===== src/rtl/multicycle_control.sv =====
// Multi-cycle control sequencer for the custom-opcode MIPS datapath.
// Define MC_ILLEGAL_TRAP_EN to send illegal opcodes to a sticky TRAP state instead of retiring them as NOPs.
module multicycle_control #(
  parameter logic [7:0] OP_RTYPE = 8'd24,
  parameter logic [7:0] OP_LW    = 8'd25,
  parameter logic [7:0] OP_SW    = 8'd26,
  parameter logic [7:0] OP_J     = 8'd27,
  parameter logic [7:0] OP_BEQ   = 8'd28,
  parameter logic [7:0] OP_BNE   = 8'd29,
  parameter logic [7:0] OP_ADDI  = 8'd30,
  parameter logic [7:0] OP_JAL   = 8'd2,
  parameter logic [3:0] FUNCT_JR = 4'd8
) (
  input  logic       clk,
  input  logic       reset,
  input  logic [7:0] opcode,
  input  logic [3:0] funct,
  input  logic       zero,
  input  logic       mem_ready,
  output logic       pc_write,
  output logic [1:0] pc_src,
  output logic       iord,
  output logic       mem_read,
  output logic       mem_write,
  output logic       ir_write,
  output logic       reg_dst,
  output logic       mem_to_reg,
  output logic       reg_write,
  output logic       link,
  output logic       alu_src_a,
  output logic [1:0] alu_src_b,
  output logic [1:0] alu_op,
  output logic       retired,
  output logic       trap,
  output logic [3:0] state
);

  typedef enum logic [3:0] {
    S_FETCH   = 4'd0,
    S_DECODE  = 4'd1,
    S_MEMADDR = 4'd2,
    S_MEMRD   = 4'd3,
    S_MEMWB   = 4'd4,
    S_MEMWR   = 4'd5,
    S_EXEC    = 4'd6,
    S_RWB     = 4'd7,
    S_BRANCH  = 4'd8,
    S_JUMP    = 4'd9,
    S_JAL     = 4'd10,
    S_JR      = 4'd11,
    S_ADDIEX  = 4'd12,
    S_ADDIWB  = 4'd13
`ifdef MC_ILLEGAL_TRAP_EN
    , S_TRAP  = 4'd14
`endif
  } state_e;

  typedef struct packed {
    logic       pc_write;
    logic [1:0] pc_src;
    logic       iord;
    logic       mem_read;
    logic       mem_write;
    logic       ir_write;
    logic       reg_dst;
    logic       mem_to_reg;
    logic       reg_write;
    logic       link;
    logic       alu_src_a;
    logic [1:0] alu_src_b;
    logic [1:0] alu_op;
    logic       retired;
    logic       trap;
  } ctrl_t;

  state_e state_q, state_d;
  logic   is_bne_q, is_bne_d;
  logic   is_lw_q, is_lw_d;
  ctrl_t  ctrl, ctrl_out;
  logic   is_jr;

  assign is_jr = (opcode == 8'd0) && (funct == FUNCT_JR);

  // NOTE: sequential state uses non-blocking assignments so every flop samples pre-edge values.
  always_ff @(posedge clk) begin
    if (reset) begin
      state_q  <= S_FETCH;
      is_bne_q <= 1'b0;
      is_lw_q  <= 1'b0;
    end else begin
      state_q  <= state_d;
      is_bne_q <= is_bne_d;
      is_lw_q  <= is_lw_d;
    end
  end

  // NOTE: every signal gets a default before the case so no path can infer a latch.
  always_comb begin
    ctrl     = '0;
    state_d  = state_q;
    is_bne_d = is_bne_q;
    is_lw_d  = is_lw_q;
    case (state_q)
      S_FETCH: begin
        ctrl.mem_read  = 1'b1;
        ctrl.alu_src_b = 2'b01;
        ctrl.ir_write  = mem_ready;
        ctrl.pc_write  = mem_ready;
        if (mem_ready) state_d = S_DECODE;
      end
      S_DECODE: begin
        ctrl.alu_src_b = 2'b11;
        // The IR is free to change after DECODE, so keep only what later states need.
        is_bne_d = (opcode == OP_BNE);
        is_lw_d  = (opcode == OP_LW);
        if (opcode == OP_LW || opcode == OP_SW)       state_d = S_MEMADDR;
        else if (opcode == OP_RTYPE)                  state_d = S_EXEC;
        else if (opcode == OP_BEQ || opcode == OP_BNE) state_d = S_BRANCH;
        else if (opcode == OP_J)                      state_d = S_JUMP;
        else if (opcode == OP_JAL)                    state_d = S_JAL;
        else if (is_jr)                               state_d = S_JR;
        else if (opcode == OP_ADDI)                   state_d = S_ADDIEX;
        else begin
`ifdef MC_ILLEGAL_TRAP_EN
          state_d = S_TRAP;
`else
          ctrl.retired = 1'b1;
          state_d      = S_FETCH;
`endif
        end
      end
      S_MEMADDR: begin
        ctrl.alu_src_a = 1'b1;
        ctrl.alu_src_b = 2'b10;
        state_d        = is_lw_q ? S_MEMRD : S_MEMWR;
      end
      S_MEMRD: begin
        ctrl.mem_read = 1'b1;
        ctrl.iord     = 1'b1;
        if (mem_ready) state_d = S_MEMWB;
      end
      S_MEMWB: begin
        ctrl.reg_write  = 1'b1;
        ctrl.mem_to_reg = 1'b1;
        ctrl.retired    = 1'b1;
        state_d         = S_FETCH;
      end
      S_MEMWR: begin
        ctrl.mem_write = 1'b1;
        ctrl.iord      = 1'b1;
        ctrl.retired   = mem_ready;
        if (mem_ready) state_d = S_FETCH;
      end
      S_EXEC: begin
        ctrl.alu_src_a = 1'b1;
        ctrl.alu_op    = 2'b10;
        state_d        = S_RWB;
      end
      S_RWB: begin
        ctrl.reg_dst   = 1'b1;
        ctrl.reg_write = 1'b1;
        ctrl.retired   = 1'b1;
        state_d        = S_FETCH;
      end
      S_BRANCH: begin
        ctrl.alu_src_a = 1'b1;
        ctrl.alu_op    = 2'b01;
        ctrl.pc_src    = 2'b01;
        ctrl.pc_write  = is_bne_q ? ~zero : zero;
        ctrl.retired   = 1'b1;
        state_d        = S_FETCH;
      end
      S_JUMP: begin
        ctrl.pc_src   = 2'b10;
        ctrl.pc_write = 1'b1;
        ctrl.retired  = 1'b1;
        state_d       = S_FETCH;
      end
      S_JAL: begin
        ctrl.pc_src    = 2'b10;
        ctrl.pc_write  = 1'b1;
        ctrl.reg_write = 1'b1;
        ctrl.link      = 1'b1;
        ctrl.retired   = 1'b1;
        state_d        = S_FETCH;
      end
      S_JR: begin
        ctrl.pc_src   = 2'b11;
        ctrl.pc_write = 1'b1;
        ctrl.retired  = 1'b1;
        state_d       = S_FETCH;
      end
      S_ADDIEX: begin
        ctrl.alu_src_a = 1'b1;
        ctrl.alu_src_b = 2'b10;
        state_d        = S_ADDIWB;
      end
      S_ADDIWB: begin
        ctrl.reg_write = 1'b1;
        ctrl.retired   = 1'b1;
        state_d        = S_FETCH;
      end
`ifdef MC_ILLEGAL_TRAP_EN
      S_TRAP: begin
        ctrl.trap = 1'b1;
      end
`endif
      default: state_d = S_FETCH;
    endcase
  end

  // Outputs are forced low for the whole reset window, including the cycle it is first raised.
  assign ctrl_out   = reset ? '0 : ctrl;
  assign state      = reset ? 4'd0 : state_q;

  assign pc_write   = ctrl_out.pc_write;
  assign pc_src     = ctrl_out.pc_src;
  assign iord       = ctrl_out.iord;
  assign mem_read   = ctrl_out.mem_read;
  assign mem_write  = ctrl_out.mem_write;
  assign ir_write   = ctrl_out.ir_write;
  assign reg_dst    = ctrl_out.reg_dst;
  assign mem_to_reg = ctrl_out.mem_to_reg;
  assign reg_write  = ctrl_out.reg_write;
  assign link       = ctrl_out.link;
  assign alu_src_a  = ctrl_out.alu_src_a;
  assign alu_src_b  = ctrl_out.alu_src_b;
  assign alu_op     = ctrl_out.alu_op;
  assign retired    = ctrl_out.retired;
  assign trap       = ctrl_out.trap;

endmodule


===== config.mk =====
export PLATFORM = sky130hd
export DESIGN_NAME = multicycle_control
export DESIGN_NICKNAME = d
export VERILOG_FILES = /design/src/rtl/multicycle_control.sv
export SDC_FILE = /design/constraint.sdc
export NUM_CORES = 1
export LEC_CHECK = 0
export CORE_AREA = 4 4 41 43
export DETAILED_ROUTE_END_ITERATION = 12
export DIE_AREA = 0 0 45 47
export DONT_BUFFER_PORTS = 1
export PLACE_DENSITY = 0.86
export REMOVE_ABC_BUFFERS = 1
export SLEW_MARGIN = 20
export SYNTH_ARGS = -nofsm -noshare
export SYNTH_HDL_FRONTEND = slang
export SYNTH_SLANG_ARGS = --single-unit

===== constraint.sdc =====
create_clock -name clk -period 2.6 [get_ports clk]
set_clock_uncertainty 0.05 [all_clocks]
set_input_delay 0.78 -clock clk [delete_from_list [all_inputs] [get_ports clk]]
set_output_delay 0.78 -clock clk [all_outputs]
set_load 0.02 [all_outputs]

# Yosys cells after proc, flatten, opt, wreduce, memory -nomap -nowiden
# Cells that the tools add are included.
# Widths: inputs -> output; s select.
dict set report totals {
  register_bits 6
  inputBits 16
  elab_cells 79
}
dict set report classes {
  muxes 36
  n_bitwise 1
  n_reduce_logical 14
  n_eq_ne 25
}
# cell count
set ops {}
lappend ops {{$eq 8x5->1 const B} 7}
lappend ops {{$mux 4} 11}
lappend ops {{$eq 4x4->1 const B} 7}
lappend ops {{$pmux 4 s7} 1}
lappend ops {{$mux 18} 1}
lappend ops {{$mux 1} 17}
lappend ops {{$eq 4x3->1 const B} 4}
lappend ops {{$pmux 2 s3} 2}
lappend ops {{$eq 4x2->1 const B} 2}
lappend ops {{$eq 8x2->1 const B} 1}
lappend ops {{$logic_not 8->1} 1}
lappend ops {{$reduce_or 2->1} 4}
lappend ops {{$reduce_or 4->1} 2}
lappend ops {{$reduce_or 7->1} 1}
lappend ops {{$ne 2x2->1 const B} 3}
lappend ops {{$pmux 1 s3} 2}
lappend ops {{$eq 4x1->1 const B} 1}
lappend ops {{$logic_not 4->1} 1}
lappend ops {{$pmux 2 s2} 1}
lappend ops {{$mux 3} 1}
lappend ops {{$reduce_and 3->1} 1}
lappend ops {{$reduce_or 3->1} 1}
lappend ops {{$logic_or 1x1->1} 2}
lappend ops {{$logic_and 1x1->1} 1}
lappend ops {{$not 1->1} 1}

# Depth between registers and ports, before layout
# Gate-level depths: netlist of the first run.
dict set report depth {
  ltp_word 10
  ltp_mapped 7
  mapped_depth_nobuf 5
}

# Worst setup path after synthesis of the first run
# OpenSTA, ideal clock, no wires.
dict set report synth_timing {
  path_type {in2out}
  start {input port reset}
  end {output port alu_op[0]}
  setup_slack_ps -180
  path_buffers 1
  path_stages 4
  t_arrival_ps 1950
  cell_sequence {clkbuf_1 -> nor2b_1 -> nand2b_1 -> nor3_1}
}
dict set report synth_via {
  elab_chain_len 1
}
# element line_no
set synth_rtl {}
lappend synth_rtl {{start: declaration} 15} ;# input logic reset,
lappend synth_rtl {{$mux 18} 213} ;# assign ctrl_out = reset ? '0 : ctrl;
lappend synth_rtl {{end: declaration} 32} ;# output logic [1:0] alu_op,
# Every way passes these cells.

# Final worst setup path of the first run
dict set report layout_timing {
  start {register state_q[1]}
  end {output port retired}
}
dict set report layout_via {
  elab_chain_len 4
  word_cells_on_any_way 12
  classes_between {eq/ne: 9; mux: 2; reduce/logical: 1}
}
# element line_no
set layout_rtl {}
lappend layout_rtl {{start: declaration} 76} ;# state_e state_q, state_d;
lappend layout_rtl {{start signal: assignment} 91} ;# state_q <= state_d;
lappend layout_rtl {{$eq 4x4->1 or $eq 4x3->1 (tied branches)} 103} ;# case (state_q)
lappend layout_rtl {{$reduce_or 7->1 (no source line)} -}
lappend layout_rtl {{$pmux 1 s3 (*)} 103}
lappend layout_rtl {{$mux 18 (*)} 213}
lappend layout_rtl {{end: declaration} 33} ;# output logic retired,
# Mark *: on every way between the ends. The rest lies on a longest branch, timed or not.

==> reports/qor.csv, run 1 <==
stage,metric,value,unit
sta,final hold vios,0,
worst_setup_path,crit path to,retired,
power_and_ir_drop,Design Power,248,uW
power_and_ir_drop,LEAKAGE,0.000370,uW
drt,Routed WL,2110,um
sta,period utilisation layout,96.5,%
power_and_ir_drop,peak supply drop,0.000335,V
clock_tree,H-Tree Level Count,1,
yosys,top post-synthesis cells by count,"nor2_1 (17), nand2_1 (10), buf_2 (7), nor3_1 (7)",
clock_tree,CTS Buf Count,3,
drt,post-route ant nets,0,
place,HPWL after DPL,1660,um
clock_tree,Max clock buf depth,2,
finish,ant diodes,0,
drt,wire length per cell,14.8,um
drt,DRC errors left,0,
yosys,Mapped Area,781,um2
drt,Vias/cell,6.37,
worst_setup_path,Critical R2R Launch,state_q[1],
global_route,GRT overflow,0,
sta,Setup TNS Final,0,ns
place,routability cong.,0.926,
global_route,vias in the first global route,844,
min_path,worst min path class,flip-flop to flip-flop,
floorplan,CORE AREA,1300,um2
clock_tree,Post-CTS Resized,0,
floorplan,Die H,47,um
finish,Area Growth Syn to Fin,18.1,%
clock_tree,CTS tree,built,
worst_setup_path,reg2reg setup slack,0.89,ns
global_route,first-pass GRT wire length,3400,um
sta,fmax,399,MHz
finish,area of the multi-input gates,613,um2
place,Post-Place Cells,139,
yosys,Synth Instances,116,
finish,layout cells sized above 1,23.6,%
finish,number of fill cells in the layout,123,
finish,fin cells,142,
drt,DR pass1 iterations,4,
yosys,async set-or-reset flop fraction in the synthesized netlist,0,%
job,Max-Cap Viols,0,
drt,First DRT Iteration DRCs,27,
yosys,top post-synthesis cells by area,"dfxtp_1 (15%), nor2_1 (8.2%), nand2_1 (4.8%), nor2b_1 (4.8%), buf_2 (4.5%)",
worst_setup_path,maximum fanout along the worst path,10,
clock_tree,Setup Buffers After CTS,0,
sta,RSZ-0062 raised after global routing,false,
finish,Final Cell Area,922,um2
worst_setup_path,Crit. End Element,output port,
worst_setup_path,CP Class,flip-flop to output port,
floorplan,Die Area,2120,um2
floorplan,row count,13,
worst_setup_path,CP startpoint,state_q[1],
place,Port Buffers,0,
yosys,share of Yosys cell area claimed by the top area cell type,15.4,%
power_and_ir_drop,Pwr Density,269,nW/um2
clock_tree,worst skew pair latency,0.24,ns
worst_setup_path,data arrival time of the critical path,1.68,ns
sta,fin crit period,2.51,ns
yosys,Synth warnings,0,
drt,via count,905,
floorplan,Die W,45,um
sta,final-report setup violation count,0,
finish,FF/Latch Area,121,um2
clock_tree,cts hold-fix bufs,0,
clock_tree,clk sinks,6,
place,Placement Cell Area,885,um2
global_route,GRT Util Overall,21.3,%
global_route,initial antenna violation count,0,
yosys,syn_area_per_cell,6.73,um2
outcome,outcome,finished clean,
worst_setup_path,Critical Path RT,1.77,ns
yosys,Post-synth EDFFs,0,
floorplan,Initial Utilization,60.0,%
floorplan,number of top-level design ports,38,
global_route,largest net degree at the start of global routing,19,
yosys,Yosys top cell by area,dfxtp_1,
yosys,register area share after synthesis,15.4,%
yosys,ys flop type,dfxtp_1,
worst_setup_path,r2r endpoint,state_q[0],
worst_setup_path,CP startpoint kind,flip-flop,
finish,nets,145,
worst_setup_path,worst reg-to-reg path cell count,6,
clock_tree,clock root buffer,clkbuf_4,
yosys,"Distinct cells, synth",42,
sta,"Slew Viols, Final",0,
yosys,"flops & latches, synth",6,
yosys,top-count cell post-synth,nor2_1,
min_path,HP Start,is_bne_q,
clock_tree,clock-pin slew on the worst setup and hold paths,0.05,ns
state kept, by name, indices dropped and copies added, names as in the netlist:
signal,cells
state_q,4
is_bne_q,1
is_lw_q,1
critical path, stage by stage, from the launching register on:
cell       delay (ns)
dfxtp_1          0.56
nand2b_1         0.24
o211a_1          0.15
o22ai_1          0.08
o2bb2ai_1        0.40
per-stage QoR:
step           hold slack [ns]  worst slack, ns  util [%]
2_1_floorplan            0.450         -0.00166         -
3_3_place_gp             0.474            0.108      68.0
3_5_place_dp             0.494           0.0686      68.0
4_1_cts                  0.506           0.0549      69.7
5_1_grt                  0.534          0.00223      70.9
6_report                 0.502           0.0921      70.9
power breakdown:
part | internal [uW] | total (uW) | switching [uW] | leakage (uW)
clock | 52.1 | 84.4 | 32.3 | 0.0000138
combinational | 27.9 | 66.2 | 38.3 | 0.000307
sequential | 93.8 | 97.3 | 3.45 | 0.0000491
total | 174 | 248 | 74.0 | 0.000370
kinds of logic after synthesis:
group,count (synthesis),share of synthesized area (%)
buffers and inverters,12,7.85
AO/OA/AOI/OAI,28,25.2
flip-flops,6,15.4
AND/OR/NAND/NOR,65,46.6
XOR/XNOR,4,4.49
other,1,0.480
routing by layer:
metal | vias up | routed length (um) | global-route usage [%]
met5 | - | 0 | 0
met4 | 0 | 10 | 4.09
met3 | 2 | 247 | 8.43
met2 | 61 | 1010 | 38.7
met1 | 398 | 841 | 23.5
li1 | 444 | - | -
worst min path at each step:
| stage | end | slack, ns | cells past startpoint |
|---|---|---|---|
| 2_1_floorplan | is_bne_q | 0.45 | 2 |
| 3_3_place_gp | is_bne_q | 0.47 | 2 |
| 3_5_place_dp | is_lw_q | 0.49 | 2 |
| 4_1_cts | is_lw_q | 0.51 | 2 |
| 5_1_grt | is_bne_q | 0.53 | 2 |
| 6_report | is_bne_q | 0.50 | 2 |
layout by cell type (no fill, tap or decap), drive strengths merged, types with 2 or more instances in the layout:
cell and instances:
and3 4, nor3b 2, nand3 2, nand2b 5, o22ai 2, a21oi 5
o21ai 3, nand2 10, a31o 2, nor4b 2, a22oi 3, a31oi 3
nor2b 7, dfxtp 6, buf 19, xnor2 3, nor2 18, nor4 3
nor3 8, clkbuf 3
layout make-up:
type	count	area share, %
multi-input cells	98	66.5
repair buffers	19	15.5
flip-flops and latches	6	13.2
clock buffers	3	2.44
well taps	15	2.04
inverters	1	0.407
Power figures use the tool's default switching activity.
==> inputs of run 2 (changes only) <==
--- a/config.mk
+++ b/config.mk
@@ -5,6 +5,7 @@
 export SDC_FILE = /design/constraint.sdc
 export NUM_CORES = 1
 export LEC_CHECK = 0
+export CAP_MARGIN = 20
 export CORE_AREA = 4 4 41 43
 export DETAILED_ROUTE_END_ITERATION = 12
 export DIE_AREA = 0 0 45 47
==> results of run 2 <==
The final DEF is identical to that of run 1; final timing and power are the same.
==> inputs of run 3 (changes only) <==
--- a/config.mk
+++ b/config.mk
@@ -5,7 +5,7 @@
 export SDC_FILE = /design/constraint.sdc
 export NUM_CORES = 1
 export LEC_CHECK = 0
-export CAP_MARGIN = 20
+export CAP_MARGIN = 10
 export CORE_AREA = 4 4 41 43
 export DETAILED_ROUTE_END_ITERATION = 12
 export DIE_AREA = 0 0 45 47
==> results of run 3 <==
The final DEF is identical to that of run 1; final timing and power are the same.
==> patch, RTL diff (flow settings as in run 2) <==
The option `MC_ILLEGAL_TRAP_EN` is turned on by a define.
--- a/src/rtl/multicycle_control.sv
+++ b/src/rtl/multicycle_control.sv
@@ -1,5 +1,7 @@
 // Multi-cycle control sequencer for the custom-opcode MIPS datapath.
 // Define MC_ILLEGAL_TRAP_EN to send illegal opcodes to a sticky TRAP state instead of retiring them as NOPs.
+`define MC_ILLEGAL_TRAP_EN
+
 module multicycle_control #(
   parameter logic [7:0] OP_RTYPE = 8'd24,
   parameter logic [7:0] OP_LW    = 8'd25,
Check against the original RTL: not equivalent (a bounded check fails within 4 cycles, from zero or initial values and one cycle with reset high).
==> patch against run 2 <==
  * Sequential cell count unchanged
  * Routed wire length down 3.1%
  * Register-to-register slack worse by 0.20 ns
  * Design area down 1.5%
  * Sequential share of layout area up 0.34 points
  * Synthesized area up 2.4%
  * Die area unchanged
  * Worst setup slack better by 0.040 ns
  * Final cell count down 1.4%
  * Critical path type is now input pin to output port
Power is not compared: it rests on default switching activity, and its combinational part moved more than twofold at a synthesized area within 25%.
==> patch: results (changes against run 2) <==
Clock Tree Buf Depth: 2 (unchanged)
Inst Count DP: 137 (-1.4%)
Synth cell types: 41 (-2.4%)
total sequential power: 167 uW
Lkg Pwr: 0.342 nW
compound-cell area share of the yosys netlist: 0.238 (-0.0137)
DR WL met3: 145 um (-41%)
Signal buffers: 17 (-2)
Layout fillers: 106 (-14%)
Layout clock area frac: 0.0248 (+0.000370)
crit-path leading delay family: simple AND/OR/NAND/NOR gates
reg-to-reg endpoint: state_q[0]
Port Buffers: 0 (unchanged)
hold path endpoint: is_bne_q
WL/cell: 14.6 um (-1.7%)
synth warn: 0 (unchanged)
max incr delay on CP: 0.29 ns (-0.27 ns)
sequential area share after synthesis: 0.150 (-0.00361)
largest cells by area after synthesis: dfxtp_1 (15%), nor2_1 (7.5%), nand2b_1 (5.5%)
drt initial violations: 19 (-30%)
synthesized-area fraction occupied by xor and xnor cells: 0.0548 (+0.00990)
DR vias: 875 (-3.3%)
met2 WL: 1070 um (+6.0%)
R2R depth: 5 (-1)
Hold Path Class: register to register
buffer share of cell area: 0.140 (-0.0142)
status: finished clean
Post-Route WL: 2040 um (-3.1%)
GR Layer Usage met2: 0.359 (-0.0282)
gpl congestion: 0.944 (+1.9%)
CP max stage cell: or2_2
Multi-In Gates: 98 (unchanged)
vias in the first global route: 812 (-3.8%)
M1 wire length: 824 um (-2.0%)
FFs w/ async S/R, synth: 0 (unchanged)
Slew HR: 0.691
CP max FO: 5 (-5)
antenna violations before repair: 0 (unchanged)
Placed Area: 883 um^2 (-0.14%)
layout sequential cell count: 6 (unchanged)
Reg2Reg Launch Point: state_q[0]
All-Layer GR Usage: 0.207 (-0.00553)
dpl hpwl: 1520 um (-8.4%)
switching pwr: 341 uW
reg2reg setup slack: 0.69 ns (-0.20 ns)
largest registers: state_q: 4 flops, is_bne_q: 1 flops, is_lw_q: 1 flops
beginning of the critical path: mem_ready
met1 Use GR: 0.248 (+0.0137)
Seq/total area: 0.135 (+0.00337)
share of cells above drive strength 1: 0.232 (-0.00422)
first-pass GRT wire length: 3310 um (-2.8%)
layout net count: 143 (-1.4%)
Synth top cells by count: nor2_1 (16), nor3_1 (8)
post-synthesis instance total: 117 (+0.86%)
met3 Resource Use GR: 0.0613 (-0.0230)
[patch: changes by cell type after synthesis, sizes merged, moves of 3 or more]
cell,change
a22oi,-3
buf,-4
clkbuf,+5
nand2,-3
nand3b,+3
o21ai,-3
[patch: through the flow]
stage / hold WS (ns) / worst slack [ns] / util
3_3_place_gp: 0.399 / 0.165 / 0.679
3_5_place_dp: 0.408 / 0.131 / 0.679
4_1_cts: 0.414 / 0.0522 / 0.696
6_report: 0.413 / 0.133 / 0.698
2_1_floorplan: 0.385 / -0.0645 / -
5_1_grt: 0.444 / 0.00892 / 0.698
[patch: worst reg2reg max path, delay by kind of cell, from the launching register on]
| kind | cells | cell delay [ns] |
|---|---|---|
| AOI/OAI and AO/OA | 2 | 0.57 |
| and+or+nand+nor | 2 | 0.51 |
| DFF | 1 | 0.46 |
| buffers and inverters | 1 | 0.24 |
